$ cat src/rtl/cmp_pkg.sv
// cmp_pkg: condition codes, comparator result encodings and FSM states for the compare sequencer
package cmp_pkg;
  localparam logic [2:0] COND_EQ = 3'd0;
  localparam logic [2:0] COND_NE = 3'd1;
  localparam logic [2:0] COND_LT = 3'd2;
  localparam logic [2:0] COND_GE = 3'd3;
  localparam logic [2:0] COND_GT = 3'd4;
  localparam logic [2:0] COND_LE = 3'd5;
  localparam logic [2:0] COND_ALWAYS = 3'd6;
  localparam logic [2:0] COND_NEVER = 3'd7;
  localparam logic [1:0] RES_LT = 2'b11;
  localparam logic [1:0] RES_EQ = 2'b00;
  localparam logic [1:0] RES_GT = 2'b01;
  typedef enum logic [1:0] {IDLE = 2'd0, DRIVE = 2'd1, DONE = 2'd2} state_t;
endpackage

$ cat src/rtl/cmp_cond_seq_if.sv
// cmp_cond_seq_if: request/result handshake bundle between a requester and the compare sequencer
interface cmp_cond_seq_if #(parameter int DATA_W = 16);
  logic in_valid;
  logic in_ready;
  logic [DATA_W-1:0] in_a;
  logic [DATA_W-1:0] in_b;
  logic [2:0] in_cond;
  logic out_valid;
  logic out_ready;
  logic out_true;
  logic [2:0] out_flags;
  logic out_err;
  modport master (output in_valid, in_a, in_b, in_cond, out_ready, input in_ready, out_valid, out_true, out_flags, out_err);
  modport slave (input in_valid, in_a, in_b, in_cond, out_ready, output in_ready, out_valid, out_true, out_flags, out_err);
endinterface

$ cat src/rtl/cmp_cond_decode.sv
// cmp_cond_decode: maps a comparator result and condition code to flags, outcome and illegal-result error
module cmp_cond_decode
  import cmp_pkg::*;
(
  input  logic [1:0] i_res,
  input  logic [2:0] i_cond,
  output logic [2:0] o_flags,
  output logic o_true,
  output logic o_err
);
  logic w_lt, w_eq, w_gt;
  logic [7:0] w_tab;
  assign w_lt = i_res == RES_LT;
  assign w_eq = i_res == RES_EQ;
  assign w_gt = i_res == RES_GT;
  assign o_err = i_res == 2'b10;
  assign o_flags = {w_gt, w_eq, w_lt};
  // outcome per condition code, indexed by the code itself (NEVER at bit 7, EQ at bit 0)
  assign w_tab = {1'b0, 1'b1, w_lt | w_eq, w_gt, w_gt | w_eq, w_lt, ~w_eq, w_eq};
  // an illegal result never yields a true outcome, whatever the condition
  assign o_true = ~o_err & w_tab[i_cond];
endmodule

$ cat src/rtl/cmp_cond_seq.sv
// cmp_cond_seq: sequences compare requests through the ALU comparator and returns condition outcomes; CMP_CG_EN adds cg_en and keeps operands held
module cmp_cond_seq
  import cmp_pkg::*;
#(
  parameter int DATA_W = 16,
  parameter int CNT_W = 16
) (
  input  logic clk,
  input  logic rst,
  cmp_cond_seq_if.slave bus,
  output logic [DATA_W-1:0] cmp_a,
  output logic [DATA_W-1:0] cmp_b,
  input  logic [1:0] cmp_res,
`ifdef CMP_CG_EN
  output logic cg_en,
`endif
  output logic [CNT_W-1:0] true_cnt
);
  state_t r_state, w_next;
  logic [2:0] r_cond;
  logic [2:0] w_flags;
  logic w_true, w_err;
  cmp_cond_decode u_dec (.i_res(cmp_res), .i_cond(r_cond), .o_flags(w_flags), .o_true(w_true), .o_err(w_err));
  assign bus.in_ready = r_state == IDLE;
`ifdef CMP_CG_EN
  assign cg_en = r_state == DRIVE;
`endif
  // state register
  always_ff @(posedge clk)
    r_state <= rst ? IDLE : w_next;
  // IDLE waits for a request, DRIVE lasts one cycle, DONE waits for the consumer
  always_comb begin
    w_next = r_state;
    w_next = r_state == IDLE ? (bus.in_valid ? DRIVE : IDLE) :
             r_state == DRIVE ? DONE : (bus.out_ready ? IDLE : DONE);
  end
  // operand, result and counter registers
  always_ff @(posedge clk)
    if (rst) begin
      cmp_a <= '0;
      cmp_b <= '0;
      r_cond <= '0;
      bus.out_valid <= 1'b0;
      bus.out_true <= 1'b0;
      bus.out_flags <= '0;
      bus.out_err <= 1'b0;
      true_cnt <= '0;
    end else begin
      if (r_state == IDLE && bus.in_valid) begin
        cmp_a <= bus.in_a;
        cmp_b <= bus.in_b;
        r_cond <= bus.in_cond;
      end
      if (r_state == DRIVE) begin
`ifndef CMP_CG_EN
        cmp_a <= '0;
        cmp_b <= '0;
`endif
        bus.out_valid <= 1'b1;
        bus.out_true <= w_true;
        bus.out_flags <= w_flags;
        bus.out_err <= w_err;
      end
      if (r_state == DONE && bus.out_ready) begin
        bus.out_valid <= 1'b0;
        true_cnt <= true_cnt + CNT_W'(bus.out_true & ~&true_cnt);
      end
    end
endmodule
$ cat src/flat_wrapper.sv
// flat-port wrapper written by rule: the top's interface ports become plain ports
module cmp_cond_seq_flat import cmp_pkg::*;
#(
  parameter int DATA_W = 16,
  parameter int CNT_W = 16
)
  (clk, rst, cmp_a, cmp_b, cmp_res, true_cnt, bus_in_valid, bus_in_a, bus_in_b, bus_in_cond, bus_out_ready, bus_in_ready, bus_out_valid, bus_out_true, bus_out_flags, bus_out_err);
  cmp_cond_seq_if #(.DATA_W(DATA_W)) bus_i ();
  input  logic clk;
  input  logic rst;
  output logic [DATA_W-1:0] cmp_a;
  output logic [DATA_W-1:0] cmp_b;
  input  logic [1:0] cmp_res;
  output logic [CNT_W-1:0] true_cnt;
  input wire logic [$bits(bus_i.in_valid)-1:0] bus_in_valid;
  input wire logic [$bits(bus_i.in_a)-1:0] bus_in_a;
  input wire logic [$bits(bus_i.in_b)-1:0] bus_in_b;
  input wire logic [$bits(bus_i.in_cond)-1:0] bus_in_cond;
  input wire logic [$bits(bus_i.out_ready)-1:0] bus_out_ready;
  output wire logic [$bits(bus_i.in_ready)-1:0] bus_in_ready;
  output wire logic [$bits(bus_i.out_valid)-1:0] bus_out_valid;
  output wire logic [$bits(bus_i.out_true)-1:0] bus_out_true;
  output wire logic [$bits(bus_i.out_flags)-1:0] bus_out_flags;
  output wire logic [$bits(bus_i.out_err)-1:0] bus_out_err;
  assign bus_i.in_valid = bus_in_valid;
  assign bus_i.in_a = bus_in_a;
  assign bus_i.in_b = bus_in_b;
  assign bus_i.in_cond = bus_in_cond;
  assign bus_i.out_ready = bus_out_ready;
  assign bus_in_ready = bus_i.in_ready;
  assign bus_out_valid = bus_i.out_valid;
  assign bus_out_true = bus_i.out_true;
  assign bus_out_flags = bus_i.out_flags;
  assign bus_out_err = bus_i.out_err;
  cmp_cond_seq #(.DATA_W(DATA_W), .CNT_W(CNT_W)) u_core (.clk(clk), .rst(rst), .bus(bus_i), .cmp_a(cmp_a), .cmp_b(cmp_b), .cmp_res(cmp_res), .true_cnt(true_cnt));
endmodule
$ cat config.mk
export PLATFORM = sky130hd
export DESIGN_NAME = cmp_cond_seq_flat
export DESIGN_NICKNAME = d
export VERILOG_FILES = /design/src/rtl/cmp_pkg.sv /design/src/rtl/cmp_cond_seq_if.sv /design/src/rtl/cmp_cond_decode.sv /design/src/rtl/cmp_cond_seq.sv /design/src/flat_wrapper.sv
export SDC_FILE = /design/constraint.sdc
export NUM_CORES = 1
export LEC_CHECK = 0
export CAP_MARGIN = 20
export CELL_PAD_IN_SITES_DETAIL_PLACEMENT = 1
export CELL_PAD_IN_SITES_GLOBAL_PLACEMENT = 2
export CORE_MARGIN = 1
export CORE_UTILIZATION = 24
export DETAILED_ROUTE_END_ITERATION = 6
export GPL_TIMING_DRIVEN = 0
export PLACE_DENSITY = 0.9
export SETUP_SLACK_MARGIN = 0.05
export SLEW_MARGIN = 20
export SYNTH_ARGS = -nofsm -noshare
export SYNTH_HDL_FRONTEND = slang
export SYNTH_SLANG_ARGS = --single-unit
$ cat constraint.sdc
create_clock -name clk -period 2.2 [get_ports clk]
set_input_delay 0.22 -clock clk [delete_from_list [all_inputs] [get_ports clk]]
set_output_delay 0.22 -clock clk [all_outputs]
set_load 0.02 [all_outputs]
# After elaboration in Yosys (flattened, before gate mapping)
# Index checks and enable logic that the tools add are counted.
dict set report word_totals {
  regBits 59
  input_bits 41
  output_inout_bits 55
}
dict set report classes {
  addsub 1
  n_lt_le_gt_ge 1
  n_eq_ne 5
  muxes 6
  bitwise_logic 6
  n_reduce_logical 8
}
# cell n
set ops {}
lappend ops {{16-bit adder} 1}
lappend ops {{16-bit AND reduction} 1}
lappend ops {{2-bit == test (second input constant)} 3}
lappend ops {{2-bit 2-to-1 mux} 3}
lappend ops {{2-bit by 1-bit == test with 1-bit output (second input constant)} 2}
lappend ops {{2-bit zero test} 2}
lappend ops {{3-bit by 4-bit less-than comparator with 1-bit output (second input constant)} 1}
lappend ops {{2-bit OR reduction} 2}
lappend ops {{1-bit binary-select mux with 3-bit select} 1}
lappend ops {{1-bit AND} 2}
lappend ops {{1-bit logical AND} 2}
lappend ops {{1-bit 2-to-1 mux} 2}
lappend ops {{1-bit inverter} 2}
lappend ops {{1-bit OR} 2}
lappend ops {{1-bit zero test} 1}

# Depth between registers and ports, before layout
# Gate-level depths: netlist (run 1).
dict set report depth {
  word_depth 5
  depth_mapped 9
  depth_no_buf 8
}

# Hierarchy
# From an unflattened synthesis (run 1), not the netlist that was laid out.
dict set report hier_totals {
  hier_cells 292
  hier_area_um2 2393.5
}
# module instances cells_each area_each_um2 seq_area_each_um2
set by_module_without_submodules {}
lappend by_module_without_submodules {cmp_cond_seq 1 273 2252.2 1181.1}
lappend by_module_without_submodules {cmp_cond_decode 1 19 141.4 0.0}

# Least setup slack after synthesis (run 1)
# Ideal clock, no wire load.
dict set report synth_path {
  path_kind {register to register}
  from {register u_core.true_cnt[6]}
  to {register u_core.true_cnt[4]}
  setup_ns 0.128
  arrival_time_ns 1.972
  required_ns 2.072
  path_slack_ns 0.100
  path_stages_with_launch 9
  path_buffers 0
  path_cell_list {dfxtp_1 -> and4_4 -> nand4_4 -> o31a_2 -> ha_1 -> ha_1 -> nand4_1 -> xor2_1 -> nor2_1}
}
dict set report synth_via {
  elab_chain_cells 4
}
# element line
set synth_lines {}
lappend synth_lines {{from (decl)} cmp_cond_seq.sv:17} ;# output logic [CNT_W-1:0] true_cnt
lappend synth_lines {{from (signal assigned)} cmp_cond_seq.sv:66} ;# true_cnt <= true_cnt + CNT_W'(bus.out_true & ~&true_cnt);
lappend synth_lines {{16-bit AND reduction} cmp_cond_seq.sv:66}
lappend synth_lines {{1-bit zero test} cmp_cond_seq.sv:66}
lappend synth_lines {{1-bit AND} cmp_cond_seq.sv:66}
lappend synth_lines {{16-bit adder} cmp_cond_seq.sv:66}
# Every way passes these cells.
# A chain may end at the register's enable or synchronous reset.

# Worst setup path after layout (run 1)
dict set report layout_path {
  from {register u_core.true_cnt[5]}
  to {register u_core.true_cnt[15]}
}
dict set report layout_via {
  elab_chain_cells 4
}
# element line
set layout_lines {}
lappend layout_lines {{16-bit AND reduction} cmp_cond_seq.sv:66}
lappend layout_lines {{1-bit zero test} cmp_cond_seq.sv:66}
lappend layout_lines {{1-bit AND} cmp_cond_seq.sv:66}
lappend layout_lines {{16-bit adder *} cmp_cond_seq.sv:66}
# Every way passes the cells marked *; elsewhere a longest branch is shown, timed or not.

==> reports/summary.txt, run 1 <==
status - finished clean
share of cells above drive strength 1 - 0.0930
Synthesized Nets - 327
Seq/Total Area, Yosys - 0.501
WL per Instance - 13.4 um
post-CTS setup buffers - 0
Worst R2R Start - u_core.true_cnt[5]$_SDFFE_PP0P_
CTS Hold Bufs - 0
die area - 10200 um^2
critical path's slowest cell - or4_1
commonest cells after routing, fill and taps aside - 94 x clkdlybuf4s50_1, 75 x nand2_1, 54 x dfxtp_1
I/O pins - 96
type of origin of the critical path - flip-flop
max cap viols - 0
Final Cell Area - 3660 um^2
post-route setup slack - 0.190 ns
total power - 2.32 mW
GRT Total Usage - 0.145
row count - 35
CTS root buffer - clkbuf_8
commonest non-fill, non-tap cell in the layout - clkdlybuf4s50_1
Tcrit/Tclk final - 0.914
Hold EP - u_core.true_cnt[12]$_SDFFE_PP0P_
CTS clk-pin slew, worst paths - 0.07 ns
synthesized cell area - 2360 um^2
endpoint type of the worst setup path - flip-flop
Sink Count - 59
fin nets - 432
Leak Pwr - 1.34 nW
Yosys Warn Count - 0
HPWL after DPL - 5230 um
endpoints failing hold - 0
post-route setup TNS - 0 ns
hold path start - rst
slew margin rel. - 0.668
Fill cells - 1160
effective utilization at floorplan - 0.252
Placer Congestion - 0.742
Reg2Reg Setup Slack - 0.19 ns
reg2reg end - u_core.true_cnt[15]$_SDFFE_PP0P_
peak supply drop - 0.308 mV
Initial DRT Pass Iterations - 4
CP max stage delay - 0.42 ns
Inst Count DP - 502
WP data required - 2.47 ns
chip width - 101 um
hold path cells - 2
final non-filler cell total - 516
#FFs+latches synth - 59
Worst Max-Slew Pin Slew - 0.498 ns
latest clock arrival within the worst-skew pair - 0.34 ns
largest net degree at the start of global routing - 11
Critical Path, Cell by Cell - and4_1 > buf_4 > nand4_1 > o31a_2 > ha_4 > and2_4 > nand3_4 > or4_1 > a21oi_1
DR iter-0 viols - 33
WP buf/inv - 1
Vias - 2294
vias in the first global route - 2375
Power Density - 633 nW/um^2
H-Tree Depth - 3
max-slew violation count - 0
initial antenna violation count - 0
unrepaired setup endpoints after global routing - false
first-pass GRT wire length - 11400 um
total CTS buffers - 9
Antenna diodes - 0
Post-DRT Antenna Nets - 0
Buffers on Ports - 94
hold slack - 0.183 ns
fin crit period - 2.01 ns
chip height - 101 um
GR Overflow Total - 0
Post-Syn Instances - 279
CORE AREA - 9370 um^2
fmax - 0.497 GHz
P&R area growth vs syn - 55.1%
Largest delay share family, worst path - simple AND/OR/NAND/NOR gates
pre-CTS setup slack - 0.0235 ns
Avg Inst Size Synth - 8.45 um^2
distinct cell type count after synthesis - 35
Crit Path Class - reg2reg
CTS tree - yes
final WL - 6910 um
clock skew - 0.00719 ns
Final Util - 0.390
Cell Area, Placed - 3460 um^2
CP arrival - 2.28 ns
Vias/cell - 4.45
CTS max path bufs - 2
Hold Crit Class - in2reg
Crit Path Max Fanout - 9
DRC - 0
Final setup viols - 0
worst-case reg-to-reg path depth - 9
## worst max path at each step
| stage | cells after the start | slack, ns | from | end |
|---|---|---|---|---|
| global route | 9 | 0.07 | u_core.true_cnt[4]$_SDFFE_PP0P_ | u_core.true_cnt[4]$_SDFFE_PP0P_ |
| CTS | 9 | 0.05 | u_core.true_cnt[2]$_SDFFE_PP0P_ | u_core.true_cnt[13]$_SDFFE_PP0P_ |
| finish | 9 | 0.19 | u_core.true_cnt[5]$_SDFFE_PP0P_ | u_core.true_cnt[15]$_SDFFE_PP0P_ |
| global placement | 9 | 0.06 | u_core.true_cnt[4]$_SDFFE_PP0P_ | u_core.true_cnt[15]$_SDFFE_PP0P_ |
| floorplan | 8 | 0.10 | u_core.true_cnt[6]$_SDFFE_PP0P_ | u_core.true_cnt[4]$_SDFFE_PP0P_ |
| detailed placement | 9 | 0.02 | u_core.true_cnt[3]$_SDFFE_PP0P_ | u_core.true_cnt[15]$_SDFFE_PP0P_ |
## cell type report
cell class	instances	area (um^2)	share of cell area
Buffer	17	75.1	0.0205
Timing Repair Buffer	94	941	0.257
Sequential cell	59	1190	0.325
Inverter	2	7.51	0.00205
Clock inverter	4	20.0	0.00547
Tap cell	129	161	0.0441
Multi-Input combinational cell	201	1140	0.311
Clock buffer	10	128	0.0349
## cells by family (layout without fill, tap and decap cells)
group           Yosys count  count (layout)  share of synthesized area
xor+xnor                  9               9                     0.0334
compound gates           53              53                      0.120
mux                       6               6                     0.0255
simple gates            126             126                      0.248
flops                    59              59                      0.501
buf+inv                  19             127                     0.0350
fa+ha+maj                 7               7                     0.0371
## registers in the layout, summed over array words and instances (netlist names)
signal                flops
u_core.cmp_a             16
u_core.r_state            2
u_core.true_cnt          16
u_core.bus.out_true       1
u_core.bus.out_valid      1
u_core.cmp_b             16
u_core.r_cond             3
u_core.bus.out_flags      3
u_core.bus.out_err        1
## cell usage after synthesis
master    instances  share of area
and3_2            1         0.0032
nor3b_1           2         0.0064
and2_1            3         0.0080
xor2_1            9          0.033
and4_1            1         0.0037
nand2b_1          3         0.0080
nor2b_1           1         0.0027
buf_1             2         0.0032
nand4_1           9          0.024
buf_2             6          0.013
or4_1             1         0.0032
inv_1             2         0.0032
dfxtp_1          59           0.50
a31oi_1           1         0.0027
clkbuf_1          8          0.013
a211o_1           1         0.0037
o21ai_0           6          0.013
a21oi_1          41          0.087
buf_4             1         0.0032
o31a_2            1         0.0042
or3_1             3         0.0080
or3_2             1         0.0032
o31ai_1           1         0.0032
nand4_4           1         0.0090
nand2_1          75           0.12
and3b_1           1         0.0037
nand3_1           4         0.0085
mux2i_1           6          0.025
and2_2            1         0.0032
o311ai_0          1         0.0037
a211oi_1          1         0.0032
and4_4            1         0.0048
nor3_1            1         0.0021
nor2_1           17          0.027
ha_1              7          0.037
## metal layers
| layer | vias to the layer above | GRT usage | share of wire |
|---|---|---|---|
| met5 | - | 0 | 0 |
| met4 | 0 | 0.0368 | 0.010 |
| met3 | 6 | 0.0711 | 0.080 |
| met2 | 67 | 0.249 | 0.49 |
| met1 | 1076 | 0.161 | 0.42 |
| li1 | 1145 | - | - |
## repair_timing
action / CTS / global route
gates resized for setup: 3 / 11
cloned: 0 / 0
setup endpoints to repair: 4 / 14
pin swaps: 0 / 0
## power by group
| part | switching, mW | internal [mW] |
|---|---|---|
| Clock | 0.405 | 0.387 |
| Combinational | 0.196 | 0.182 |
| Sequential | 0.0288 | 1.12 |
| Total | 0.629 | 1.69 |
Power figures use the tool's default switching activity.
==> run 2: changes to the inputs <==
CORE_MARGIN = 5   (was 1)
==> run 2 against run 1 <==
Effect of this change:
- core utilization fell by 0.52 points
- hold slack improved by 0.016 ns
- non-clock buffer count did not move
- clock skew rose by 0.0033 ns
- final area rose by 2.0%
- final cell count rose by 0.97%
- clock power rose by 34%
- die area rose by 16%
- routed wire length rose by 11%
- first-iteration DRC count rose by 64%
- global-route usage fell by 1.4 points
- critical path depth did not move
- critical path type unchanged
- critical endpoint unchanged
- largest power group unchanged
==> reports/summary.txt, run 2 (synthesis results as in run 1) <==
Vias - 2323 (+1.3%)
effective utilization at floorplan - 0.244 (-0.00813)
chip width - 109 um (+7.9%)
slew margin rel. - 0.639 (-0.0287)
CTS root buffer - clkbuf_8
internal power - 1.94 mW (+15%)
fmax - 0.488 GHz (-1.9%)
Initial DRT Pass Iterations - 4 (unchanged)
Crit Path Max Fanout - 9 (unchanged)
pre-CTS setup slack - -0.0240 ns (-0.0474 ns)
WP data required - 2.47 ns (about the same)
row count - 36 (+2.9%)
endpoint type of the worst setup path - flip-flop
initial antenna violation count - 0 (unchanged)
max cap viols - 0 (unchanged)
CTS max path bufs - 2 (unchanged)
CP arrival - 2.32 ns (+0.04 ns)
status - finished clean
Inst Count DP - 506 (+0.80%)
latest clock arrival within the worst-skew pair - 0.33 ns (about the same)
endpoints failing hold - 0 (unchanged)
Logic pwr share - 0.149 (-0.014)
Leak Pwr - 1.37 nW (+2.1%)
commonest non-fill, non-tap cell in the layout - clkdlybuf4s50_1
Sink Count - 59 (unchanged)
max-slew violation count - 0 (unchanged)
Final setup viols - 0 (unchanged)
CORE AREA - 9680 um^2 (+3.3%)
Clk pwr share - 0.409 (+0.067)
CTS clk-pin slew, worst paths - 0.07 ns (about the same)
P_sw - 0.643 mW (+2.1%)
Post-DRT Antenna Nets - 0 (unchanged)
HPWL after DPL - 5680 um (+8.7%)
Reg2Reg Setup Slack - 0.15 ns (-0.04 ns)
Final Cell Area - 3730 um^2 (+2.0%)
Hold Crit Class - in2reg
CTS tree - yes
Worst Max-Slew Pin Slew - 0.541 ns (+0.0430 ns)
switching share of total power - 0.249 (-0.0230)
Vias/cell - 4.46 (+0.29%)
total CTS buffers - 9 (unchanged)
WL per Instance - 14.7 um (+9.9%)
P&R area growth vs syn - 58.1%
final WL - 7660 um (+11%)
commonest cells after routing, fill and taps aside - 94 x clkdlybuf4s50_1, 75 x nand2_1, 53 x dfxtp_1
Power Density - 693 nW/um^2 (+9.4%)
Placer Congestion - 0.761 (+2.5%)
DR iter-0 viols - 54 (+64%)
Fill cells - 1132 (-2.4%)
Cell Area, Placed - 3470 um^2 (+0.14%)
H-Tree Depth - 3 (unchanged)
fin crit period - 2.05 ns (+0.0386 ns)
GRT Total Usage - 0.131 (-0.0144)
peak supply drop - 0.278 mV (-9.8%)
type of origin of the critical path - flip-flop
Final Util - 0.385 (-0.00524)
critical path's slowest cell - or4_1
Crit Path Class - reg2reg
Antenna diodes - 0 (unchanged)
post-route setup slack - 0.151 ns (-0.0386 ns)
share of cells above drive strength 1 - 0.0979 (+0.00491)
Tcrit/Tclk final - 0.931 (+0.0175)
GR Overflow Total - 0 (unchanged)
clock skew - 0.0105 ns (+0.00330 ns)
Seq pwr share - 0.442 (-0.052)
DRC - 0 (unchanged)
post-route setup TNS - 0 ns (unchanged)
die area - 11900 um^2 (+16%)
first-pass GRT wire length - 12100 um (+5.4%)
CP max stage delay - 0.42 ns (about the same)
I/O pins - 96 (unchanged)
Critical Path, Cell by Cell - and4_1 > buf_4 > nand4_1 > o31a_2 > ha_4 > and2_4 > nand3_4 > or4_1 > a21oi_1
largest net degree at the start of global routing - 11 (unchanged)
fin nets - 432 (unchanged)
Buffers on Ports - 94 (unchanged)
final non-filler cell total - 521 (+0.97%)
chip height - 109 um (+7.9%)
unrepaired setup endpoints after global routing - false
Largest regs - u_core.cmp_a (16), u_core.cmp_b (16), u_core.true_cnt (16)
vias in the first global route - 2466 (+3.8%)
CTS Hold Bufs - 0 (unchanged)
run 2: cell type report:
| type | instances | area [um^2] | area share |
|---|---|---|---|
| Tap cell | 133 | 166 | 0.0446 |
| Clock buffer | 14 | 183 | 0.0490 |
| Sequential cell | 59 | 1190 | 0.319 |
| Timing Repair Buffer | 94 | 941 | 0.252 |
| Clock inverter | 1 | 30.0 | 0.00805 |
| Buffer | 17 | 75.1 | 0.0201 |
| Multi-Input combinational cell | 201 | 1140 | 0.305 |
| Inverter | 2 | 7.51 | 0.00201 |
run 2: path summary, 6_finish.rpt:
path,startpoint,end,cells after the start
worst min register to register,u_core.cmp_a[15]$_SDFFE_PP0P_,u_core.cmp_a[15]$_SDFFE_PP0P_,2
worst max register to register,u_core.true_cnt[5]$_SDFFE_PP0P_,u_core.true_cnt[15]$_SDFFE_PP0P_,9
worst min-delay path,rst,u_core.true_cnt[15]$_SDFFE_PP0P_,2
worst max-delay path,u_core.true_cnt[5]$_SDFFE_PP0P_,u_core.true_cnt[15]$_SDFFE_PP0P_,9
run 2: what timing repair did:
item                                    CTS  global route
gates resized for setup                   4            11
buffers inserted                          0             0
endpoints found under the setup margin    9            15
run 2: routing by layer:
metal	GRT usage	routed length, um	vias to the layer above
met5	0	0	-
met4	0.0325	74	0
met3	0.0568	510	4
met2	0.229	3870	65
met1	0.145	3200	1104
li1	-	-	1150
run 2: power groups by stage:
stage	clock network, mW	registers, mW	logic, mW
after floorplan	0	1.21	0.130
after global placement	0	1.16	0.384
after detailed placement	0	1.17	0.391
after CTS	1.10	1.14	0.393
after global routing	1.15	1.15	0.420
final	1.06	1.14	0.384
run 2: worst max-delay path: cells and delay by family, from the launching register on:
family	cells	cell delay, ns
simple gates	5	1.02
flops	1	0.34
compound gates	2	0.30
buf+inv	1	0.17
fa+ha+maj	1	0.16
run 2: stage by stage:
step | total power [mW] | hold WS [ns]
2_1_floorplan | 1.34 | 0.324
3_3_place_gp | 1.55 | 0.442
3_5_place_dp | 1.56 | 0.450
4_1_cts | 2.64 | 0.177
5_1_grt | 2.72 | 0.187
6_report | 2.58 | 0.199
==> run 3: changes to the inputs <==
CELL_PAD_IN_SITES_DETAIL_PLACEMENT = default   (was 1)
CELL_PAD_IN_SITES_GLOBAL_PLACEMENT = default   (was 2)
CORE_UTILIZATION = 43   (was 24)
==> run 3 against run 2 <==
Effect of this change:
- global-route usage grew 5.6 points
- sequential power barely moved
- clock power shrank 13%
- critical path type unchanged
- clock-buffer cell count is 1 higher
- largest cell class unchanged
- sequential cell count is the same
- final area fell by 2.7%
- critical path depth shrank 1
- final cell count shrank 12%
- hold slack better by 0.0036 ns
- via count decreased by 1.4%
- die area is 41% lower
- core utilization increased by 29 points
==> reports/summary.txt, run 3 (synthesis results as in run 1) <==
status - finished clean
GR Overflow Total - 0 (unchanged)
first-pass GRT wire length - 10600 um (-12%)
hold path cells - 2 (unchanged)
chip height - 84.1 um (-23%)
commonest non-fill, non-tap cell in the layout - clkdlybuf4s50_1
Antenna diodes - 0 (unchanged)
commonest cells after routing, fill and taps aside - 94 x clkdlybuf4s50_1, 75 x nand2_1, 51 x dfxtp_1
worst-case reg-to-reg path depth - 8 (-1)
Largest regs - u_core.cmp_a (16), u_core.cmp_b (16), u_core.true_cnt (16)
vias in the first global route - 2305 (-6.5%)
Leak Pwr - 1.37 nW (-0.31%)
GRT Total Usage - 0.187 (+0.0559)
CTS Hold Bufs - 0 (unchanged)
fin nets - 432 (unchanged)
H-Tree Depth - 3 (unchanged)
CTS clk-pin slew, worst paths - 0.06 ns (about the same)
P&R area growth vs syn - 53.8%
initial antenna violation count - 0 (unchanged)
WL per Instance - 14.0 um (-4.8%)
endpoints failing hold - 0 (unchanged)
Fill cells - 442 (-61%)
post-route setup TNS - 0 ns (unchanged)
Vias/cell - 4.97 (+11%)
reg2reg end - u_core.true_cnt[4]$_SDFFE_PP0P_
Reg2Reg Setup Slack - 0.16 ns (about the same)
Vias - 2290 (-1.4%)
Sink Count - 59 (unchanged)
Final setup viols - 0 (unchanged)
Crit Path Class - reg2reg
Buffers on Ports - 94 (unchanged)
type of origin of the critical path - flip-flop
final WL - 6460 um (-16%)
DRC - 0 (unchanged)
Tcrit/Tclk final - 0.925 (-0.00633)
CORE AREA - 5410 um^2 (-44%)
DR iter-0 viols - 84 (+56%)
hold path start - rst
Hold Crit Class - in2reg
Worst Max-Slew Pin Slew - 0.503 ns (-0.0384 ns)
clock skew - 0.00474 ns (-0.00574 ns)
latest clock arrival within the worst-skew pair - 0.33 ns (about the same)
Final Cell Area - 3630 um^2 (-2.7%)
Crit Path Max Fanout - 7 (-2)
max cap viols - 0 (unchanged)
pre-CTS setup slack - 0.0163 ns (+0.0403 ns)
fin crit period - 2.04 ns (-0.0139 ns)
post-route setup slack - 0.165 ns (+0.0139 ns)
chip width - 84.1 um (-23%)
share of cells above drive strength 1 - 0.100 (+0.00232)
endpoint type of the worst setup path - flip-flop
row count - 27 (-25%)
CTS max path bufs - 2 (unchanged)
Hold EP - u_core.true_cnt[12]$_SDFFE_PP0P_
CTS root buffer - clkbuf_8
total CTS buffers - 9 (unchanged)
peak supply drop - 0.413 mV (+49%)
die area - 7070 um^2 (-41%)
Placer Congestion - 0.826 (+8.6%)
Cell Area, Placed - 3390 um^2 (-2.2%)
Initial DRT Pass Iterations - 4 (unchanged)
max-slew violation count - 0 (unchanged)
slew margin rel. - 0.665 (+0.0256)
WP data required - 2.40 ns (-0.07 ns)
CTS tree - yes
Power Density - 673 nW/um^2 (-2.8%)
unrepaired setup endpoints after global routing - false
CP arrival - 2.23 ns (-0.09 ns)
largest net degree at the start of global routing - 11 (unchanged)
effective utilization at floorplan - 0.436 (+0.193)
I/O pins - 96 (unchanged)
HPWL after DPL - 4930 um (-13%)
Post-DRT Antenna Nets - 0 (unchanged)
fmax - 0.491 GHz (+0.68%)
hold slack - 0.202 ns (+0.00363 ns)
Worst R2R Start - u_core.true_cnt[7]$_SDFFE_PP0P_
-- run 3: timing repair --
| action | in CTS | in global routing |
|---|---|---|
| hold endpoints to repair | 0 | 0 |
| endpoints found under the setup margin | 3 | 14 |
| setup buffers | 0 | 0 |
| resized for setup | 1 | 14 |
-- run 3: worst max-delay path by stage --
| stage | start | to | slack [ns] | cells after the start |
|---|---|---|---|---|
| floorplan | u_core.true_cnt[6]$_SDFFE_PP0P_ | u_core.true_cnt[4]$_SDFFE_PP0P_ | 0.10 | 8 |
| global placement | u_core.true_cnt[4]$_SDFFE_PP0P_ | u_core.true_cnt[15]$_SDFFE_PP0P_ | 0.10 | 9 |
| detailed placement | u_core.true_cnt[3]$_SDFFE_PP0P_ | u_core.true_cnt[15]$_SDFFE_PP0P_ | 0.02 | 9 |
| CTS | u_core.true_cnt[3]$_SDFFE_PP0P_ | u_core.true_cnt[15]$_SDFFE_PP0P_ | 0.06 | 9 |
| global route | u_core.true_cnt[6]$_SDFFE_PP0P_ | u_core.true_cnt[4]$_SDFFE_PP0P_ | 0.04 | 8 |
| finish | u_core.true_cnt[7]$_SDFFE_PP0P_ | u_core.true_cnt[4]$_SDFFE_PP0P_ | 0.16 | 8 |
-- run 3: critical path: stages (launching register included) --
cell and delay (ns):
dfxtp_2 0.37, and4_4 0.26, nand4_4 0.14, o31a_2 0.40
ha_4 0.18, ha_1 0.24, nand4_1 0.13, xor2_1 0.14
nor2_1 0.04
-- run 3: power breakdown --
group | switching (mW) | internal, mW
Combinational | 0.195 | 0.182
Clock | 0.391 | 0.532
Sequential | 0.0267 | 1.12
-- run 3: layout make-up --
| type | instances | area, um^2 | area share |
|---|---|---|---|
| flip-flops and latches | 59 | 1190 | 0.328 |
| clock inverters | 1 | 5.00 | 0.00138 |
| well taps | 72 | 90.1 | 0.0248 |
| clock buffers | 15 | 186 | 0.0514 |
| inverters | 2 | 7.51 | 0.00207 |
| multi-input cells | 201 | 1130 | 0.311 |
| plain buffers | 17 | 78.8 | 0.0217 |
| repair buffers | 94 | 941 | 0.259 |
-- run 3: layer usage --
metal	wire (um)	vias to the layer above	GRT usage
li1	-	1151	-
met1	2500	1041	0.195
met2	3220	84	0.326
met3	598	14	0.0760
met4	141	0	0.0819
met5	0	-	0
-- run 3: stage by stage --
step                      utilization  power, mW  instances
after global placement          0.627       1.54        445
after floorplan                     -       1.34        279
after detailed placement        0.627       1.55        445
final                           0.671       2.44        461
after global routing            0.671       2.56        461
after CTS                       0.663       2.46        461
